==> src/rtl/mem_stage_lsu.sv <==
// Memory-access stage: runs loads/stores over a gnt/rvalid data-memory port and formats load data.
// Optional MEM_MISALIGN_TRAP_EN: trap misaligned accesses instead of silently aligning them.
module mem_stage_lsu #(
    parameter int XLEN = 32
) (
    input  logic            clk,
    input  logic            rst_n,
    input  logic            valid_in,
    input  logic [XLEN-1:0] alu_result_in,
    input  logic [XLEN-1:0] store_data_in,
    input  logic [2:0]      funct3_in,
    input  logic            mem_read_in,
    input  logic            mem_write_in,
    input  logic [4:0]      rd_in,
    input  logic            wb_reg_file_in,
    input  logic            memtoreg_in,
    output logic            dmem_req,
    output logic            dmem_we,
    output logic [XLEN-1:0] dmem_addr,
    output logic [XLEN-1:0] dmem_wdata,
    output logic [3:0]      dmem_wstrb,
    input  logic            dmem_gnt,
    input  logic            dmem_rvalid,
    input  logic [XLEN-1:0] dmem_rdata,
    output logic [XLEN-1:0] alu_result_out,
    output logic [XLEN-1:0] load_data_out,
    output logic [4:0]      rd_out,
    output logic            wb_reg_file_out,
    output logic            memtoreg_out,
    output logic            stall_out,
    output logic            misalign_exc_out
);

    // state    | meaning
    // IDLE     | no access in flight; a live memory op is latched here
    // REQ      | dmem_req high, waiting for gnt
    // WAIT_RSP | load granted, waiting for rvalid
    // DONE     | one cycle with stall low so MEM/WB captures the result
    typedef enum logic [1:0] {IDLE, REQ, WAIT_RSP, DONE} state_t;

    state_t          state;
    logic            mem_op;
    logic            trapped;
    logic [1:0]      a;
    logic [3:0]      st_strb;
    logic [XLEN-1:0] st_data;
    logic [2:0]      ld_f3;
    logic [1:0]      ld_off;
    logic [7:0]      byte_sel;
    logic [15:0]     half_sel;
    logic [XLEN-1:0] ld_fmt;

    assign a      = alu_result_in[1:0];
    assign mem_op = valid_in & (mem_read_in | mem_write_in);

`ifdef MEM_MISALIGN_TRAP_EN
    logic misaligned;
    assign misaligned = ((funct3_in[1:0] == 2'b01) & a[0]) |
                        (funct3_in[1] & (a != 2'b00));
    assign trapped    = (state == IDLE) & mem_op & misaligned;
`else
    assign trapped    = 1'b0;
`endif

    always_comb begin
        st_strb = 4'b1111;
        st_data = store_data_in;
        case (funct3_in[1:0])
            2'b00: begin
                st_strb = 4'b0001 << a;
                st_data = {4{store_data_in[7:0]}};
            end
            2'b01: begin
                st_strb = 4'b0011 << {a[1], 1'b0};
                st_data = {2{store_data_in[15:0]}};
            end
            default: begin
                st_strb = 4'b1111;
                st_data = store_data_in;
            end
        endcase
    end

    // Lane selection uses the offset latched with the request, not the live EX/MEM value.
    always_comb begin
        byte_sel = dmem_rdata[{ld_off, 3'b000} +: 8];
        half_sel = ld_off[1] ? dmem_rdata[31:16] : dmem_rdata[15:0];
        case (ld_f3)
            3'b000:  ld_fmt = {{(XLEN-8){byte_sel[7]}}, byte_sel};
            3'b001:  ld_fmt = {{(XLEN-16){half_sel[15]}}, half_sel};
            3'b100:  ld_fmt = {{(XLEN-8){1'b0}}, byte_sel};
            3'b101:  ld_fmt = {{(XLEN-16){1'b0}}, half_sel};
            default: ld_fmt = dmem_rdata;
        endcase
    end

    always_ff @(posedge clk or negedge rst_n) begin
        if (!rst_n) begin
            state         <= IDLE;
            dmem_addr     <= '0;
            dmem_wdata    <= '0;
            dmem_wstrb    <= '0;
            dmem_we       <= 1'b0;
            ld_f3         <= '0;
            ld_off        <= '0;
            load_data_out <= '0;
        end else begin
            case (state)
                IDLE: begin
                    if (mem_op & ~trapped) begin
                        dmem_addr  <= {alu_result_in[XLEN-1:2], 2'b00};
                        dmem_we    <= ~mem_read_in;
                        dmem_wdata <= st_data;
                        dmem_wstrb <= mem_read_in ? 4'b0000 : st_strb;
                        ld_f3      <= funct3_in;
                        ld_off     <= a;
                        state      <= REQ;
                    end
                end
                REQ: begin
                    if (dmem_gnt) state <= dmem_we ? DONE : WAIT_RSP;
                end
                WAIT_RSP: begin
                    if (dmem_rvalid) begin
                        load_data_out <= ld_fmt;
                        state         <= DONE;
                    end
                end
                default: state <= IDLE;
            endcase
        end
    end

    assign dmem_req         = rst_n & (state == REQ);
    assign stall_out        = rst_n & (((state == IDLE) & mem_op & ~trapped) |
                                       (state == REQ) | (state == WAIT_RSP));
    assign misalign_exc_out = rst_n & trapped;

    assign alu_result_out   = rst_n ? alu_result_in : '0;
    assign rd_out           = rst_n ? rd_in : 5'd0;
    assign wb_reg_file_out  = rst_n & wb_reg_file_in & ~trapped;
    assign memtoreg_out     = rst_n & memtoreg_in;

endmodule

==> config.mk <==
export PLATFORM = sky130hd
export DESIGN_NAME = mem_stage_lsu
export DESIGN_NICKNAME = d
export VERILOG_FILES = /design/src/rtl/mem_stage_lsu.sv
export SDC_FILE = /design/constraint.sdc
export NUM_CORES = 1
export LEC_CHECK = 0
export ABC_CLOCK_PERIOD_IN_PS = 1900
export BUFFER_PORTS_ARGS = -buffer_cell sky130_fd_sc_hd__buf_4
export CORE_MARGIN = 2
export CORE_UTILIZATION = 47
export DETAILED_ROUTE_END_ITERATION = 8
export PLACE_DENSITY_LB_ADDON = 0.15
export SYNTH_ARGS = -nofsm -noshare
export SYNTH_HDL_FRONTEND = slang
export SYNTH_SLANG_ARGS = --single-unit
==> constraint.sdc <==
create_clock -name clk -period 1.9 [get_ports clk]
set_clock_uncertainty 0.05 [all_clocks]
set_input_delay 0.285 -clock clk [delete_from_list [all_inputs] [get_ports clk]]
set_output_delay 0.285 -clock clk [all_outputs]
set_load 0.02 [all_outputs]
==> results of run 1 <==
registers in the layout, summed over array words and instances, names as in the netlist:
register and flops:
ld_off 2, dmem_addr 30, dmem_wstrb 4, state 2, load_data_out 32, dmem_we 1
ld_f3 3, dmem_wdata 32
timing repair:
item                                   4_1_cts  5_1_grt
setup buffers                                4        1
pin swaps                                    2        3
resized for setup                            6        1
hold buffers                                 1        0
setup endpoints to repair                    1        1
endpoints found under the hold margin        5        0
layout by cell type (no fill, tap or decap), drive strengths merged, types with 3 or more instances in the layout:
| cell | synthesis | routed |
|---|---|---|
| o21ai | 45 | 45 |
| buf | 26 | 277 |
| nand2 | 65 | 65 |
| ha | 4 | 4 |
| a211oi | 18 | 18 |
| clkinv | 0 | 3 |
| nor2 | 29 | 29 |
| a311oi | 7 | 7 |
| mux2 | 53 | 53 |
| dfrtp | 106 | 106 |
| or3 | 9 | 9 |
| inv | 7 | 7 |
| nor2b | 8 | 8 |
| and2 | 41 | 41 |
| conb | 1 | 3 |
| clkbuf | 16 | 11 |
| a21oi | 43 | 43 |
| o31ai | 11 | 11 |
| mux2i | 24 | 24 |
layer usage:
layer / up-vias / GRT usage (%) / part of all wire, %
li1: 2312 / - / -
met2: 180 / 43.6 / 51
met1: 2300 / 30.5 / 40
met5: - / 0 / 0
met3: 17 / 6.89 / 7.9
met4: 0 / 7.92 / 1.3
kinds of logic (layout without fill, tap and decap cells):
family,Yosys count,count (layout)
adder cells (fa/ha/maj),4,4
buffers and inverters,49,299
other,1,3
AO/OA/AOI/OAI,130,130
flip-flops,106,106
AND/OR/NAND/NOR,156,156
multiplexers,77,77
worst paths after layout:
| check | start | endpoint | slack, ns | cells after the start |
|---|---|---|---|---|
| setup / recovery | state[1] | stall_out | 0.04 | 6 |
| min in group clk | mem_read_in | dmem_wstrb[0] | 0.12 | 2 |
| hold reg to reg | dmem_wdata[15] | dmem_wdata[15] | 0.43 | 2 |
| max in group asynchronous | rst_n | dmem_addr[21] | 1.06 | 2 |
| setup reg to reg | ld_off[1] | load_data_out[0] | 0.11 | 4 |
| hold / removal | rst_n | dmem_wstrb[0] | 0.008 | 2 |
final cells by class:
class                           count  share of cell area (%)
Multi-Input combinational cell    370                    32.2
Clock buffer                       11                    3.01
Timing Repair Buffer              278                    27.7
Tap cell                          143                    2.31
Inverter                            7                   0.339
Clock inverter                      3                   0.242
Sequential cell                   106                    34.3
report_power, final:
| part | leakage (nW) | total [mW] | switching [mW] | internal (mW) |
|---|---|---|---|---|
| Clock | 0.125 | 1.67 | 0.800 | 0.874 |
| Sequential | 1.28 | 4.08 | 0.699 | 3.38 |
| Combinational | 2.38 | 6.45 | 3.54 | 2.91 |
worst max-delay path, stage by stage, from the launching register on:
cell      delay [ns]
dfrtp_1         0.40
inv_2           0.10
ha_4            0.14
o211ai_1        0.09
buf_4           0.16
a21boi_2        0.14
buf_6           0.14
through the flow:
stage                     setup WS [ns]  utilization (%)
after global routing            -0.0207             68.7
after CTS                        0.0240             68.6
after global placement            0.177             65.8
final                            0.0377             68.7
after detailed placement          0.101             65.8
after floorplan                   0.119                -
==> out/metrics.csv, run 1 <==
metric,value,unit
status,completed,
rows,39,
setup_viol,0,
synth_cells,523,
cap_violations,0,
synthAdderAreaFrac,0.932,%
cts_sinks,106,
nNetsFinal,889,
overflow,0,
synthFlopType,dfrtp_1,
critPathRequiredTime,1.56,ns
synth_top_family_by_area,multiplexers,
place.gp.congestion,0.854,
cts_buffers,9,
yosysTopAreaCell,dfrtp_1,
insertion_delay,0.34,ns
antenna_found_initial,0,
synth-seq-area-share,49.4,%
cts_root_buf,clkbuf_16,
drt-total-wl,15500,µm
wl_per_cell,16.9,µm
areaGrowthSynthToFinish,44.2,%
hp-class,in2async,
synth-seq-cells,106,
postSynth.asyncResetShare,100,%
drv_slew,0,
stdcell_area,7740,µm²
post-dp-hpwl,11600,µm
drt_iter0_drc,297,
synth_top_area_share,49.4,%
vias,4809,
die_area,12300,µm²
hold_slack,0.00783,ns
crit_arrival,1.53,ns
grt_pass1_wl,24800,µm
period_minus_slack,1.86,ns
start_util,47.6,%
fmax,537,MHz
ir_drop,928,µV
drive_gt1_share,46.6,%
dp_cells,898,
grt_setup_unrepaired,true,
ant_nets,0,
synth-compound-area-share,15.4,%
grt_max_degree,76,
synth_xor_area_share,0,%
p_leak,3.78,nW
fp.dieH,111,µm
dpl_cell_area,7420,µm²
fillers,878,
yosysMostFrequentCell,dfrtp_1,
cp_max_fo,3,
antenna_cells,0,
cts_htree_levels,3,
multi_input_area,2490,µm²
ys_types,36,
synthTopCellsByArea,"dfrtp_1 (49%), mux2_2 (11%), and2_1 (4.8%), nand2_1 (4.5%), mux2i_1 (4.5%)",
worstMarginPinSlew,0.656,ns
synthSimpleGateAreaFrac,13.9,%
power.density,1580,nW/µm²
path_class,reg2out,
avgSynthCellArea,10.3,µm²
fin_setup_tns,0,ns
via_per_inst,5.24,
post-route-drc-count,0,
grt.total_usage,25.2,%
finalPower,12.2,mW
path_clk_slew,0.07,ns
core,11300,µm²
ys_warn_count,0,
finalHoldViolCount,0,
seqCellArea,2650,µm²
cts_tree,yes,
end_kind,output port,
synth.area.mux_share,15.7,%
fin_crit_sh,98.0,%
ios,256,
grt_pass1_vias,4922,
worstSetupStartpointType,flop,
slew_headroom,56.2,%
ctsLongestPathBuffers,2,
netlist_area,5370,µm²
synthTopCellsByCount,"dfrtp_1 (106), nand2_1 (65), mux2_2 (52)",
synth-edff-count,0,
port_buffers,252,
instances_no_fill,918,
die_w,111,µm
firstDrtPassIters,4,
Power figures use the tool's default switching activity.
==> inputs of run 2 (changes only) <==
RECOVER_POWER = 50   (was not set)
TNS_END_PERCENT = 20   (was not set)
==> run 2 against run 1 <==
Sequential share of layout area grew 1.2 points. Non-clock buffer count is the same. Power shrank 4.5%. Setup slack gained 0.0020 ns. Via count shrank 0.35%. Global-route usage is the same. Critical path type unchanged. Highest routed layer unchanged. Sequential cell count is the same. Register-to-register slack is essentially flat. Clock-buffer cell count is the same. Hold slack gained 0.00092 ns. Cell count is the same.
==> out/metrics.csv, run 2 (synthesis results as in run 1) <==
metric,value,unit,change
post-route-drc-count,0,,unchanged
finalHoldViolCount,0,,unchanged
cts_buffers,9,,unchanged
worstMarginPinSlew,0.661,ns,+0.00427 ns
hold_slack,0.00875,ns,+0.000923 ns
antenna_found_initial,0,,unchanged
path_class,reg2out,,
worstSetupStartpointType,flop,,
dpl_cell_area,7420,µm²,unchanged
grt_max_degree,76,,unchanged
drt-total-wl,15500,µm,-0.26%
place_ws,0.101,ns,unchanged
areaGrowthSynthToFinish,39.5,%,
top_regs,"dmem_wdata: 32 flops, load_data_out: 32 flops, dmem_addr: 30 flops",,
grt_pass1_wl,24800,µm,unchanged
ant_nets,0,,unchanged
drt_iter0_drc,353,,+19%
finalPower,11.7,mW,-4.5%
grt_pass1_vias,4922,,unchanged
post-dp-hpwl,11600,µm,unchanged
ir_drop,883,µV,-4.9%
rows,39,,unchanged
die_area,12300,µm²,unchanged
stdcell_area,7490,µm²,-3.3%
path_clk_slew,0.07,ns,about the same
antenna_cells,0,,unchanged
power.density,1560,nW/µm²,-1.3%
die_w,111,µm,unchanged
hp-class,in2async,,
grt.total_usage,25.2,%,unchanged
via_per_inst,5.22,,-0.35%
port_buffers,252,,unchanged
firstDrtPassIters,5,,+1
start_util,47.6,%,unchanged
nNetsFinal,889,,unchanged
cts_sinks,106,,unchanged
fmax,538,MHz,+0.11%
dp_cells,898,,unchanged
insertion_delay,0.35,ns,about the same
fin_setup_tns,0,ns,unchanged
end_kind,output port,,
vias,4792,,-0.35%
mostFrequentLayoutCell,buf_4,,
grt_setup_unrepaired,true,,
cts_htree_levels,3,,unchanged
instances_no_fill,918,,unchanged
critPathRequiredTime,1.56,ns,about the same
core,11300,µm²,unchanged
fillers,959,,+9.2%
setup_viol,0,,unchanged
overflow,0,,unchanged
cts_tree,yes,,
cap_violations,0,,unchanged
p_leak,3.52,nW,-6.7%
final_cell_mix,"buf_4 (204), dfrtp_1 (106), clkbuf_1 (70)",,
cp_max_fo,3,,unchanged
place.gp.congestion,0.854,,unchanged
fin_crit_sh,97.9,%,-0.11 points
cts_root_buf,clkbuf_16,,
status,completed,,
fin_ws,0.0397,ns,+0.00203 ns
fin_util,66.4,%,-2.3 points
crit_arrival,1.53,ns,about the same
wl_per_cell,16.8,µm,-0.26%
drive_gt1_share,37.8,%,-8.8 points
fp.dieH,111,µm,unchanged
ctsLongestPathBuffers,2,,unchanged
ios,256,,unchanged
drv_slew,0,,unchanged
slew_headroom,56.0,%,-0.28 points
period_minus_slack,1.86,ns,-0.00203 ns
-- run 2: changes by cell type in the layout (fill, tap and decap cells not counted), sizes merged --
cell and delta:
buf -68, clkbuf +68
-- run 2: cell type report --
| type | instances | area, µm² | area share (%) |
|---|---|---|---|
| Clock buffer | 11 | 233 | 3.11 |
| Clock inverter | 3 | 18.8 | 0.251 |
| Inverter | 7 | 26.3 | 0.351 |
| Multi-Input combinational cell | 370 | 2490 | 33.3 |
| Sequential cell | 106 | 2650 | 35.4 |
| Tap cell | 143 | 179 | 2.39 |
| Timing Repair Buffer | 278 | 1890 | 25.2 |
-- run 2: power by group --
group,total [mW],leakage (nW),internal [mW],switching (mW)
clock network,1.67,0.125,0.873,0.797
registers,4.06,1.28,3.38,0.680
logic,5.92,2.12,2.37,3.55
total,11.7,3.52,6.63,5.02
-- run 2: routing by layer --
metal	share of wire (%)	GRT usage, %	wire length (µm)
met4	1.5	7.92	228
met5	0	0	0
met1	39	30.5	6100
met3	8.0	6.89	1240
met2	51	43.6	7900
-- run 2: what timing repair did --
item / 4_1_cts / 5_1_grt
pin swaps: 2 / 3
hold buffers: 1 / 0
gates resized for setup: 6 / 1
buffers inserted: 4 / 1
endpoints found under the setup margin: 1 / 1
endpoints found under the hold margin: 5 / 0
-- run 2: path summary, 6_finish.rpt --
check / to / from / cells past startpoint / slack, ns
max in group asynchronous: dmem_addr[21] / rst_n / 2 / 1.06
worst max register to register: load_data_out[0] / ld_off[1] / 4 / 0.11
min in group clk: dmem_addr[12] / alu_result_in[12] / 2 / 0.12
worst min register to register: dmem_wdata[15] / dmem_wdata[15] / 2 / 0.43
worst min-delay path: dmem_we / rst_n / 2 / 0.009
worst max-delay path: stall_out / state[1] / 6 / 0.04
-- run 2: critical path, cell delays in order (launching register included) --
cell      delay, ns
dfrtp_1        0.40
inv_2          0.10
ha_4           0.14
o211ai_1       0.09
buf_4          0.16
a21boi_2       0.14
buf_6          0.14
